**src/rtl/lsu_pkg.sv**
```systemverilog
// Shared definitions for the load/store unit: funct3 codes, FSM states, memory size default.
// Build option LSU_MISALIGNED_SPLIT_EN enables two-word split of word-spanning accesses.
package lsu_pkg;

    localparam int unsigned MEM_WORDS_DEFAULT = 1024;

    localparam logic [2:0] F3_LB  = 3'b000;
    localparam logic [2:0] F3_LH  = 3'b001;
    localparam logic [2:0] F3_LW  = 3'b010;
    localparam logic [2:0] F3_LBU = 3'b100;
    localparam logic [2:0] F3_LHU = 3'b101;
    localparam logic [2:0] F3_SB  = 3'b000;
    localparam logic [2:0] F3_SH  = 3'b001;
    localparam logic [2:0] F3_SW  = 3'b010;

    typedef enum logic [1:0] {
        ST_IDLE,
        ST_ACCESS,
        ST_ACCESS2,
        ST_RESP
    } lsu_state_e;

    // Byte mask of the access size; undefined funct3 codes fall back to a word.
    function automatic logic [3:0] size_mask(input logic wr, input logic [2:0] f3);
        logic [3:0] m;
        m = 4'b1111;
        if (wr) begin
            if (f3 == F3_SB) m = 4'b0001;
            else if (f3 == F3_SH) m = 4'b0011;
        end else begin
            if (f3 == F3_LB || f3 == F3_LBU) m = 4'b0001;
            else if (f3 == F3_LH || f3 == F3_LHU) m = 4'b0011;
        end
        return m;
    endfunction

endpackage

```
**src/rtl/lsu_align.sv**
```systemverilog
// Combinational lane/data alignment: lane mask, shifted store data, load extract and extend.
// Shared by request acceptance (range/span checks) and the access/response states.
module lsu_align
    import lsu_pkg::*;
(
    input  logic        wr_i,
    input  logic [2:0]  funct3_i,
    input  logic [1:0]  off_i,
    input  logic [31:0] wdata_i,
    input  logic [31:0] lo_i,
    input  logic [31:0] hi_i,
    output logic [7:0]  lane_mask_o,
    output logic [63:0] wdata_sh_o,
    output logic [31:0] rdata_o
);

    logic [63:0] rd_sh;

    always_comb begin
        lane_mask_o = {4'b0000, size_mask(wr_i, funct3_i)} << off_i;
        wdata_sh_o  = {32'h0, wdata_i} << {off_i, 3'b000};
        rd_sh       = {hi_i, lo_i} >> {off_i, 3'b000};
        case (funct3_i)
            F3_LB:   rdata_o = {{24{rd_sh[7]}}, rd_sh[7:0]};
            F3_LH:   rdata_o = {{16{rd_sh[15]}}, rd_sh[15:0]};
            F3_LBU:  rdata_o = {24'h0, rd_sh[7:0]};
            F3_LHU:  rdata_o = {16'h0, rd_sh[15:0]};
            default: rdata_o = rd_sh[31:0];
        endcase
    end

endmodule

```
**src/rtl/load_store_unit.sv**
```systemverilog
// Data-memory initiator: one request at a time, byte-lane alignment, range/misalign checks.
// LSU_MISALIGNED_SPLIT_EN: when defined, word-spanning accesses are split over two words.
module load_store_unit
    import lsu_pkg::*;
#(
    parameter int unsigned MEM_WORDS = MEM_WORDS_DEFAULT
) (
    input  logic        clk,
    input  logic        reset_n,
    input  logic        req_valid,
    output logic        req_ready,
    input  logic        req_wr,
    input  logic [2:0]  req_funct3,
    input  logic [31:0] req_addr,
    input  logic [31:0] req_wdata,
    input  logic [4:0]  req_rd,
    output logic        resp_valid,
    input  logic        resp_ready,
    output logic [31:0] resp_rdata,
    output logic [4:0]  resp_rd,
    output logic        resp_err_misaligned,
    output logic        resp_err_range,
    output logic [31:0] mem_addy,
    output logic [31:0] mem_datain,
    output logic        mem_wen,
    output logic        mem_ren,
    output logic [3:0]  mem_byte_selector,
    input  logic [31:0] mem_dataout
);

    lsu_state_e  state_q, state_d;
    logic        wr_q;
    logic [2:0]  f3_q;
    logic [31:0] addr_q, wdata_q, lo_q, hi_q;
    logic [4:0]  rd_q;
    logic        err_mis_q, err_rng_q;
`ifdef LSU_MISALIGNED_SPLIT_EN
    logic        span_q;
`endif

    logic        idle, accept, span_in, rng_in, mis_in;
    logic [31:0] idx_in;
    logic [7:0]  lane_mask;
    logic [63:0] wdata_sh;
    logic [31:0] ld_data;

    assign idle   = (state_q == ST_IDLE);
    assign accept = idle && req_valid;

    // In IDLE the aligner sees the live request so span/range are known at acceptance.
    lsu_align u_align (
        .wr_i        (idle ? req_wr     : wr_q),
        .funct3_i    (idle ? req_funct3 : f3_q),
        .off_i       (idle ? req_addr[1:0] : addr_q[1:0]),
        .wdata_i     (wdata_q),
        .lo_i        (lo_q),
        .hi_i        (hi_q),
        .lane_mask_o (lane_mask),
        .wdata_sh_o  (wdata_sh),
        .rdata_o     (ld_data)
    );

    always_comb begin
        idx_in  = {2'b00, req_addr[31:2]};
        span_in = |lane_mask[7:4];
        rng_in  = (idx_in >= MEM_WORDS) || (span_in && ((idx_in + 32'd1) >= MEM_WORDS));
`ifdef LSU_MISALIGNED_SPLIT_EN
        mis_in  = 1'b0;
`else
        mis_in  = span_in && !rng_in;
`endif
    end

    always_ff @(posedge clk or negedge reset_n) begin
        if (!reset_n) state_q <= ST_IDLE;
        else          state_q <= state_d;
    end

    always_comb begin
        state_d = state_q;
        case (state_q)
            ST_IDLE: if (accept) state_d = (rng_in || mis_in) ? ST_RESP : ST_ACCESS;
`ifdef LSU_MISALIGNED_SPLIT_EN
            ST_ACCESS:  state_d = span_q ? ST_ACCESS2 : ST_RESP;
            ST_ACCESS2: state_d = ST_RESP;
`else
            ST_ACCESS:  state_d = ST_RESP;
            ST_ACCESS2: state_d = ST_IDLE;
`endif
            ST_RESP: if (resp_ready) state_d = ST_IDLE;
            default: state_d = ST_IDLE;
        endcase
    end

    always_ff @(posedge clk or negedge reset_n) begin
        if (!reset_n) begin
            wr_q      <= 1'b0;
            f3_q      <= '0;
            addr_q    <= '0;
            wdata_q   <= '0;
            rd_q      <= '0;
            lo_q      <= '0;
            hi_q      <= '0;
            err_mis_q <= 1'b0;
            err_rng_q <= 1'b0;
`ifdef LSU_MISALIGNED_SPLIT_EN
            span_q    <= 1'b0;
`endif
        end else begin
            if (accept) begin
                wr_q      <= req_wr;
                f3_q      <= req_funct3;
                addr_q    <= req_addr;
                wdata_q   <= req_wdata;
                rd_q      <= req_rd;
                err_mis_q <= mis_in;
                err_rng_q <= rng_in;
`ifdef LSU_MISALIGNED_SPLIT_EN
                span_q    <= span_in;
`endif
            end
            if (state_q == ST_ACCESS && !wr_q)  lo_q <= mem_dataout;
            if (state_q == ST_ACCESS2 && !wr_q) hi_q <= mem_dataout;
        end
    end

    always_comb begin
        req_ready           = idle;
        resp_valid          = 1'b0;
        resp_rdata          = '0;
        resp_rd             = '0;
        resp_err_misaligned = 1'b0;
        resp_err_range      = 1'b0;
        mem_addy            = '0;
        mem_datain          = '0;
        mem_wen             = 1'b0;
        mem_ren             = 1'b0;
        mem_byte_selector   = '0;
        case (state_q)
            ST_ACCESS: begin
                mem_addy = {2'b00, addr_q[31:2]};
                mem_wen  = wr_q;
                mem_ren  = !wr_q;
                if (wr_q) begin
                    mem_byte_selector = lane_mask[3:0];
                    mem_datain        = wdata_sh[31:0];
                end
            end
            ST_ACCESS2: begin
                mem_addy = {2'b00, addr_q[31:2]} + 32'd1;
                mem_wen  = wr_q;
                mem_ren  = !wr_q;
                if (wr_q) begin
                    mem_byte_selector = lane_mask[7:4];
                    mem_datain        = wdata_sh[63:32];
                end
            end
            ST_RESP: begin
                resp_valid          = 1'b1;
                resp_rd             = rd_q;
                resp_err_misaligned = err_mis_q;
                resp_err_range      = err_rng_q;
                if (!wr_q && !err_mis_q && !err_rng_q) resp_rdata = ld_data;
            end
            default: ;
        endcase
    end

endmodule
```
**config.mk**
```make
export PLATFORM = sky130hd
export DESIGN_NAME = load_store_unit
export DESIGN_NICKNAME = d
export VERILOG_FILES = /design/src/rtl/lsu_pkg.sv /design/src/rtl/lsu_align.sv /design/src/rtl/load_store_unit.sv
export SDC_FILE = /design/constraint.sdc
export NUM_CORES = 1
export LEC_CHECK = 0
export BUFFER_PORTS_ARGS = -buffer_cell sky130_fd_sc_hd__clkbuf_2
export CORE_MARGIN = 5
export CORE_UTILIZATION = 45
export CTS_CLUSTER_DIAMETER = 120
export DETAILED_ROUTE_END_ITERATION = 7
export GPL_TIMING_DRIVEN = 0
export PLACE_DENSITY = 0.7
export SLEW_MARGIN = 20
export SYNTH_ARGS = -nofsm -noshare
export SYNTH_HDL_FRONTEND = slang
export SYNTH_SLANG_ARGS = --single-unit
```
**constraint.sdc**
```tcl
create_clock -name clk -period 3.1 [get_ports clk]
set_clock_uncertainty 0.2 [all_clocks]
set_input_delay 0.62 -clock clk [delete_from_list [all_inputs] [get_ports clk]]
set_output_delay 0.62 -clock clk [all_outputs]
set_load 0.02 [all_outputs]
```
==> results of run 1 <==
-- where the power goes --
group | switching, mW | internal, mW | total, mW
clock | 0.909 | 1.37 | 2.28
sequential | 1.01 | 2.64 | 3.65
combinational | 5.95 | 5.17 | 11.1
-- cell families after synthesis --
kind of cell    share of synthesized area (%)
mux                                     19.22
compound gates                          16.03
buf+inv                                 4.461
flops                                   39.29
fa+ha+maj                              0.7386
other cells                           0.04427
simple gates                            20.01
xor+xnor                               0.2068
-- registers in the layout, summed over array words and instances (netlist names) --
signal     cells
addr_q        32
err_mis_q      1
err_rng_q      1
f3_q           3
hi_q          24
lo_q          32
rd_q           5
state_q        2
wdata_q       32
wr_q           1
-- critical path: cells and delay by family, from the launching register on --
family | cells | cell delay (ns)
AND/OR/NAND/NOR | 3 | 0.36
flip-flops | 1 | 0.46
buffers and inverters | 7 | 0.97
multiplexers | 1 | 0.28
adder cells (fa/ha/maj) | 1 | 0.19
AO/OA/AOI/OAI | 1 | 0.15
-- what timing repair did --
item,in CTS,in global routing
resized for setup,191,394
cloned,4,16
pin swaps,18,86
endpoints found under the setup margin,98,93
hold buffers,1,0
setup buffers,32,29
endpoints found under the hold margin,3,0
-- layout by cell type, fill, tap and decap left out, types with 14 or more instances in the layout --
cell / netlist / final
and3_1: 22 / 17
a21oi_1: 39 / 20
nand2_1: 177 / 126
nor2_1: 51 / 34
buf_8: 0 / 14
o21ai_0: 41 / 21
buf_6: 2 / 60
mux2_2: 133 / 128
o21ai_1: 1 / 14
a21oi_2: 0 / 15
a31oi_1: 20 / 20
clkbuf_16: 0 / 30
clkbuf_2: 0 / 140
nand2_2: 0 / 33
dfrtp_1: 133 / 127
and2_1: 18 / 17
nand3_1: 29 / 20
nand2_4: 0 / 18
buf_12: 0 / 17
buf_4: 2 / 81
nor2b_1: 18 / 15
-- path summary, 6_finish.rpt --
| kind | start | to | slack (ns) | cells past startpoint |
|---|---|---|---|---|
| hold / removal | mem_dataout[29] | lo_q[29] | 0.21 | 2 |
| setup reg to reg | state_q[0] | f3_q[1] | 0.17 | 9 |
| max in group asynchronous | reset_n | hi_q[21] | 1.42 | 3 |
| hold reg to reg | rd_q[4] | rd_q[4] | 0.30 | 1 |
| setup / recovery | state_q[0] | mem_datain[9] | -0.59 | 13 |
| min in group asynchronous | reset_n | addr_q[25] | 0.52 | 2 |
-- per-stage QoR --
step | hold slack (ns) | std cells | power (mW)
after CTS | 0.2066 | 1456 | 13.88
after floorplan | 0.1244 | 939 | 8.372
after global placement | 0.2824 | 1391 | 10.37
after detailed placement | 0.2900 | 1392 | 10.52
final | 0.2078 | 1499 | 17.04
after global routing | 0.2141 | 1498 | 17.67
-- area by class of cell --
| class | instances | area, um^2 |
|---|---|---|
| Tap cell | 234 | 292.8 |
| Inverter | 9 | 33.78 |
| Fill cell | 1266 | 5360 |
| Clock buffer | 17 | 425.4 |
| Clock inverter | 15 | 217.7 |
| Timing Repair Buffer | 298 | 2479 |
| Multi-Input combinational cell | 721 | 5784 |
| Antenna cell | 2 | 5.005 |
| Sequential cell | 133 | 3336 |
| Buffer | 70 | 709.4 |
-- per-layer routing --
layer  track usage [%]  share of wire [%]  vias up
li1                  -                  -     4004
met3             6.354                 11      170
met4             9.226                4.7        0
met1             35.81                 37     4544
met2             47.05                 48      744
met5                 0                  0        -
==> out/results.ini, run 1 <==
[status]
status = finished, violations left
violations = setup timing

[cells_and_area]
layout.core_utilization_pct = 71.25
drive_gt1_share_pct = 55.98
fin_area_mm2 = 0.01328
syn2layout_area_growth_pct = 56.81
final_nets = 1364

[timing]
slew_violations = 0
hold_violations = 0
fin_crit_sh_pct = 119.0
worst_slack_ns = -0.5887
slew_headroom_pct = 43.45
timing.fmax_mhz = 271.1
period_needed_ns = 3.689
finalSetupViolations = 84
worst_pin_slew_ns = 0.8483
fin_tns_setup_ns = -31.63
rsz0062_at_grt = true

[clock_network]
clk_latency_ns = 0.43
clock_path_buffers = 2
cts.htree.levels = 4
cts_made_buffers = 17
cts_tree = done
path_clk_slew_ns = 0.07
cts_root_buf = clkbuf_16
cts_sinks = 133

[floorplan]
die_area_mm2 = 0.02167
die_w_um = 147.2
rows = 50
core_region_area_mm2 = 0.01864
pin_count = 220
die_y_um = 147.2
start_util_pct = 45.44

[routing]
wl_per_cell_um = 24.35
wl_mm = 36.50
antenna_left = 0
dr.pass1.iters = 6
drt-vias-per-instance = 6.312
num_vias = 9462
drt_iter0_markers = 1104
drc = 0

[flow_run]
maxCapViolations = 0

[setup_path]
crit_path_max_incr_delay_ns = 0.46
cp_max_fo = 6
cp_cell_sequence = inv_2 -> ha_4 -> buf_8 -> mux2i_4 -> buf_6 -> buf_6 -> buf_12 -> buf_8 -> nand2_2 -> a21oi_2 -> nor2_1 -> nor2_1 -> buf_4
critical_path_class = flip-flop to primary output
cp-end-kind = primary output
slowest_stage = dfrtp_2
start_kind = flip-flop
required_ns = 2.28
cp.arrival_ns = 2.87

[placed_design]
hpwl_mm = 22.10
gp_congestion = 0.9502
dp_slack_ns = -0.5728
io_buffers = 218
dpl_cell_area_mm2 = 0.01010

[synthesis]
synth_cell_types = 59
synth_edf_count = 0
yosysSeqAreaShare_pct = 39.29
yosysTopAreaCell = dfrtp_1
synth_area_leaders = dfrtp_1 (39%), mux2_2 (18%), nand2_1 (7.8%)
synth-async-reset-ratio_pct = 100.0
yosysWarnings = 0
syn_area_mm2 = 0.008471
synthesis.instances = 939
synth_seq_cells = 133
yosysMostFrequentCell = nand2_1
postSynthAreaPerCell_um2 = 9.021
synth_top_area_share_pct = 39.29
synth.top_cells.by_count = nand2_1 (177), dfrtp_1 (133), mux2_2 (133)
ys.flop_type = dfrtp_1
syn_nets = 1053

[grt]
track_usage_pct = 27.99
gr-total-overflow = 0
first_global_vias = 8554
grt_max_degree = 71
grt_pass1_wl_mm = 47.94
antenna_found_initial = 1

[power_and_ir_drop]
peakVddDrop_mv = 0.8023
p_leak_nw = 5.872
power_density_mw_per_mm2 = 1283

[hold_path]
hp-class = input pin to flip-flop

(Power assumes the default switching activity.)
==> run 2, diff against run 1 <==
--- a/config.mk
+++ b/config.mk
@@ -11,7 +11,7 @@
 export CTS_CLUSTER_DIAMETER = 120
 export DETAILED_ROUTE_END_ITERATION = 7
 export GPL_TIMING_DRIVEN = 0
-export PLACE_DENSITY = 0.7
+export PLACE_DENSITY = 0.71
 export SLEW_MARGIN = 20
 export SYNTH_ARGS = -nofsm -noshare
 export SYNTH_HDL_FRONTEND = slang
==> run 2 against run 1 <==
The flow finishes with violations (hold timing, setup timing). Wire length is 3.7% higher. Utilization is 1.2 points higher. Clock-buffer cell count stayed put. Final cell count is 0.73% higher. Global-route usage is 1.9 points higher. Sequential power is 2% higher. Power is 1.5% higher. Non-clock buffer count is 12 higher. Largest power group unchanged. Critical path type unchanged. First-iteration DRC count is 1.1% higher. Hold slack worse by 0.21 ns. Clock power is 10% lower.
==> out/results.ini, run 2 (same netlist as run 1, synthesis figures left out) <==
[routing]
dr.pass1.iters = 7  ; +1
wl_mm = 37.84  ; +3.7%
maxUsedRoutingLayer = met4
drc = 0  ; unchanged
num_vias = 9722  ; +2.7%
wl_per_cell_um = 25.06  ; +2.9%
wl_met2_mm = 17.85  ; +2.3%
antenna_left = 0  ; unchanged
drt-vias-per-instance = 6.438  ; +2.0%
dr_wl_met3_mm = 4.114  ; +7.0%
drt_iter0_markers = 1116  ; +1.1%
m1WireLength_mm = 13.48  ; about the same

[setup_path]
critical-path-top-delay-family = buffers and inverters
start_kind = flip-flop
cp-end-kind = primary output
slowest_stage = dfrtp_2
cp.arrival_ns = 2.90  ; +0.03 ns
crit_path_max_incr_delay_ns = 0.46  ; about the same
cpMostUsedCell = buf_12
cp_cell_sequence = inv_2 -> ha_4 -> buf_8 -> mux2i_4 -> buf_6 -> buf_12 -> buf_12 -> nor2_4 -> a22o_1 -> a22oi_1 -> nor2b_1 -> buf_4
cp_num_buf_inv = 6  ; -1
critical_path_class = flip-flop to primary output
cp_max_fo = 6  ; unchanged
required_ns = 2.28  ; about the same

[clock_network]
clock_path_buffers = 2  ; unchanged
cts.htree.levels = 4  ; unchanged
cts_made_buffers = 17  ; unchanged
clk_latency_ns = 0.44  ; about the same
cts_tree = done
path_clk_slew_ns = 0.06  ; about the same
cts_root_buf = clkbuf_16
cts_sinks = 133  ; unchanged

[timing]
period_needed_ns = 3.718  ; +0.02931 ns
worst_pin_slew_ns = 0.7999  ; -0.04840 ns
finalSetupViolations = 80  ; -4.8%
rsz0062_at_grt = true
fin_crit_sh_pct = 119.9  ; +0.95 points
worst_slack_ns = -0.6180  ; -0.02931 ns
timing.fmax_mhz = 269.0  ; -0.79%
slew_violations = 0  ; unchanged
hold_violations = 1  ; +1
slew_headroom_pct = 46.67  ; +3.2 points
holdWs_ns = -0.002681  ; -0.2105 ns

[placed_design]
io_buffers = 218  ; unchanged
dp_slack_ns = -0.5514  ; +0.02138 ns
gp_congestion = 0.9182  ; -3.4%
hpwl_mm = 22.16  ; +0.25%

[floorplan]
rows = 50  ; unchanged
die_area_mm2 = 0.02167  ; unchanged
pin_count = 220  ; unchanged
die_w_um = 147.2  ; unchanged
die_y_um = 147.2  ; unchanged
start_util_pct = 45.44  ; unchanged
core_region_area_mm2 = 0.01864  ; unchanged

[grt]
grt_max_degree = 81  ; +14%
track_usage_pct = 29.93  ; +1.9 points
antenna_found_initial = 1  ; unchanged
gr-total-overflow = 0  ; unchanged
grt_pass1_wl_mm = 51.40  ; +7.2%
first_global_vias = 9145  ; +6.9%

[status]
status = finished, violations left
violations = hold timing, setup timing

[cells_and_area]
top_regs = addr_q: 32 flops, lo_q: 32 flops, wdata_q: 32 flops
syn2layout_area_growth_pct = 59.38
layout.core_utilization_pct = 72.42  ; +1.2 points
layout_common_cells = clkbuf_2 (148), mux2_2 (129), dfrtp_1 (120), nand2_1 (118), buf_4 (82)
drive_gt1_share_pct = 58.59  ; +2.6 points
layout_commonest_cell = clkbuf_2
final_nets = 1376  ; +0.88%

[power_and_ir_drop]
p_leak_nw = 5.965  ; +1.6%
power_density_mw_per_mm2 = 1281  ; -0.11%
peakVddDrop_mv = 0.8198  ; +2.2%

[hold_path]
hp-class = input pin to asynchronous set/reset pin

[flow_run]
maxCapViolations = 0  ; unchanged

## run 2: cell types whose count changed in the layout (fill, tap and decap cells not counted), sizes merged
cell         previous run  this run
bufinv                  4         2
clkbuf                191       204
clkinvlp                3         2
clkinv                  2         7
inv                    15        13
dlygate4sd3             1         0
diode                   2         1
## run 2: worst reg2reg max path, stage by stage, from the launching register on
cell and delay, ns:
dfrtp_2 0.46, inv_2 0.12, ha_4 0.19, buf_8 0.15, buf_6 0.15, and2_1 0.15
clkbuf_1 0.21, buf_2 0.33, buf_2 0.40, mux2_2 0.40
## run 2: worst paths after layout
path                                      start       endpoint  slack, ns  cells past startpoint
worst max-delay path                 state_q[1]  mem_datain[3]      -0.62                     12
worst min-delay path                    reset_n     addr_q[27]     -0.003                      1
worst max register to register       state_q[1]     wdata_q[2]       0.22                      9
worst min register to register          rd_q[3]        rd_q[3]       0.30                      1
max in group asynchronous               reset_n       hi_q[11]       1.93                      2
min in group clk                mem_dataout[30]       lo_q[30]       0.21                      2
## run 2: final cells by class
class / instances / area [um^2]
multi-input cells: 721 / 5918
fillers: 1183 / 5142
flip-flops and latches: 133 / 3344
repair buffers: 313 / 2676
plain buffers: 67 / 654.4
clock buffers: 17 / 425.4
well taps: 234 / 292.8
clock inverters: 15 / 152.6
inverters: 9 / 33.78
diodes: 1 / 2.502
## run 2: power by group
part           switching, mW  internal (mW)
clock                  0.863           1.19
sequential              1.08           2.65
combinational           6.16           5.36
total                   8.11           9.19
## run 2: layer usage
metal  vias to the layer above  track usage, %
met5                         -               0
met4                         0           11.65
met3                       226           6.755
met2                       798           49.56
met1                      4651           38.23
li1                       4047               -
## run 2: what timing repair did
action	CTS	global route
pin swaps	28	89
hold buffers	0	0
setup endpoints to repair	98	94
buffers inserted	50	31
cloned	9	7
gates resized for setup	262	346
## run 2: metrics by stage
stage               area [um^2]  TNS, ns  total power [mW]  instances
global route              13500   -38.29             17.91       1510
detailed placement        10100   -29.58             10.51       1392
finish                    13500   -33.79             17.30       1510
CTS                       12170   -26.11             14.50       1478
global placement          10060  -162.81             10.37       1391
floorplan                  8677  -0.2737             8.372        939
==> run 3, diff against run 2 <==
--- a/config.mk
+++ b/config.mk
@@ -8,10 +8,12 @@
 export BUFFER_PORTS_ARGS = -buffer_cell sky130_fd_sc_hd__clkbuf_2
 export CORE_MARGIN = 5
 export CORE_UTILIZATION = 45
+export CTS_BUF_LIST = sky130_fd_sc_hd__clkbuf_2
 export CTS_CLUSTER_DIAMETER = 120
 export DETAILED_ROUTE_END_ITERATION = 7
 export GPL_TIMING_DRIVEN = 0
 export PLACE_DENSITY = 0.71
+export REMOVE_ABC_BUFFERS = 1
 export SLEW_MARGIN = 20
 export SYNTH_ARGS = -nofsm -noshare
 export SYNTH_HDL_FRONTEND = slang
==> run 3 against run 2 <==
The run ends with setup timing left. Hold slack better by 0.041 ns. Worst setup slack worse by 0.38 ns. Die area unchanged. Combinational power rose by 6%. Utilization increased by 5.8 points.
==> out/results.ini, run 3 (same netlist as run 1, synthesis figures left out) <==
[setup_path]
cp-end-kind = primary output
critical_path_class = flip-flop to primary output
required_ns = 2.28  ; about the same
worst-r2r-cell-count = 9  ; unchanged
start_kind = flip-flop
cp.arrival_ns = 3.28  ; +0.38 ns
cp_max_fo = 10  ; +4

[cells_and_area]
diodes = 0  ; -1
fin_area_mm2 = 0.01459  ; +8.0%
layout_commonest_cell = nand2_1
layout_common_cells = nand2_1 (143), clkbuf_2 (134), mux2_2 (127), buf_4 (127), dfrtp_1 (124)
top_regs = addr_q: 32 flops, lo_q: 32 flops, wdata_q: 32 flops
layout.core_utilization_pct = 78.24  ; +5.8 points
syn2layout_area_growth_pct = 72.20
stdcell_count = 1625  ; +7.6%
final_nets = 1492  ; +8.4%
drive_gt1_share_pct = 54.85  ; -3.7 points

[floorplan]
rows = 50  ; unchanged
core_region_area_mm2 = 0.01864  ; unchanged
die_w_um = 147.2  ; unchanged
die_y_um = 147.2  ; unchanged
die_area_mm2 = 0.02167  ; unchanged
start_util_pct = 45.44  ; unchanged
pin_count = 220  ; unchanged

[placed_design]
dp_slack_ns = -1.678  ; -1.126 ns
dpl_cell_area_mm2 = 0.009824  ; -2.7%
dp_cells = 1325  ; -4.8%
io_buffers = 218  ; unchanged
gp_congestion = 0.8731  ; -4.9%
hpwl_mm = 17.62  ; -20%

[grt]
grt_max_degree = 81  ; unchanged
antenna_found_initial = 0  ; -1
grt_pass1_wl_mm = 56.51  ; +9.9%
gr-total-overflow = 0  ; unchanged
first_global_vias = 10251  ; +12%
track_usage_pct = 33.10  ; +3.2 points

[routing]
dr.pass1.iters = 8  ; +1
num_vias = 10494  ; +7.9%
drc = 0  ; unchanged
wl_per_cell_um = 25.35  ; +1.2%
antenna_left = 0  ; unchanged
drt_iter0_markers = 1281  ; +15%
wl_mm = 41.19  ; +8.9%
drt-vias-per-instance = 6.458  ; +0.30%

[timing]
fin_crit_sh_pct = 132.3  ; +12 points
slew_violations = 0  ; unchanged
finalSetupViolations = 99  ; +24%
timing.fmax_mhz = 243.8  ; -9.3%
worst_pin_slew_ns = 0.6310  ; -0.1688 ns
fin_tns_setup_ns = -70.41  ; -36.62 ns
hold_violations = 0  ; -1
rsz0062_at_grt = true
period_needed_ns = 4.101  ; +0.3834 ns
worst_slack_ns = -1.001  ; -0.3834 ns
slew_headroom_pct = 57.93  ; +11 points
holdWs_ns = 0.03855  ; +0.04123 ns

[clock_network]
cts_sinks = 133  ; unchanged
cts_root_buf = clkbuf_2
clock_path_buffers = 2  ; unchanged
path_clk_slew_ns = 0.27  ; +0.21 ns
cts.htree.levels = 4  ; unchanged
cts_tree = done
clk_latency_ns = 0.80  ; +0.36 ns
cts_made_buffers = 17  ; unchanged

[status]
status = finished, violations left
violations = setup timing

[power_and_ir_drop]
p_leak_nw = 6.492  ; +8.8%
power_density_mw_per_mm2 = 1168  ; -8.9%
peakVddDrop_mv = 0.5873  ; -28%
power.total_mw = 17.03  ; -1.5%

[flow_run]
maxCapViolations = 0  ; unchanged

[hold_path]
hold_depth = 4
hp-class = input pin to flip-flop

[run 3: cell types whose count changed in the layout (fill, tap and decap cells not counted), moves of 11 or more]
| cell | change |
|---|---|
| dlygate4sd3_1 | +106 |
| buf_4 | +45 |
| clkbuf_16 | -27 |
| nand2_1 | +25 |
| o21ai_1 | +23 |
| o21ai_0 | -22 |
| nand2_2 | -18 |
| buf_6 | +14 |
| clkbuf_2 | -14 |
| buf_2 | -11 |
| clkbuf_8 | +11 |
[run 3: final timing paths]
path	start	end	slack, ns
setup / recovery	state_q[0]	resp_rdata[23]	-1.00
hold / removal	req_valid	err_mis_q	0.04
setup reg to reg	addr_q[0]	err_mis_q	0.26
hold reg to reg	rd_q[2]	rd_q[2]	0.34
max in group asynchronous	reset_n	wdata_q[4]	1.81
min in group asynchronous	reset_n	rd_q[1]	0.09
[run 3: timing repair]
item                                    in CTS  in global routing
buffers inserted                           127                 23
endpoints found under the setup margin     105                100
gates resized for setup                    369                253
cloned                                      17                  3
hold buffers                               106                  0
pin swaps                                   74                 92
endpoints found under the hold margin      209                  0
[run 3: worst max-delay path, cell delays in order (launching register included)]
cell and delay, ns:
dfrtp_1 0.48, inv_2 0.10, ha_4 0.22, mux2i_4 0.28, buf_6 0.21, mux2i_1 0.24
mux2_4 0.22, o32ai_4 0.10, buf_6 0.13, buf_12 0.13, a31o_2 0.23, clkbuf_8 0.15
[run 3: area by class of cell]
cell class                      instances  area, um^2
Multi-Input combinational cell        732        6080
Timing Repair Buffer                  485        4579
Fill cell                            1058        4056
Sequential cell                       133        3339
Tap cell                              234       292.8
Clock inverter                         15       176.4
Clock buffer                           17       85.08
Inverter                                9       33.78
[run 3: report_power, final]
group / switching (mW) / internal [mW]
clock: 0.880 / 0.347
sequential: 1.00 / 2.62
combinational: 6.34 / 5.84
[run 3: per-layer routing]
metal | global-route usage, % | share of wire [%] | wire, um
met4 | 15.84 | 6.3 | 2609
met1 | 38.82 | 35 | 14350
met5 | 0 | 0 | 0
met3 | 8.452 | 11 | 4679
met2 | 56.68 | 47 | 19550
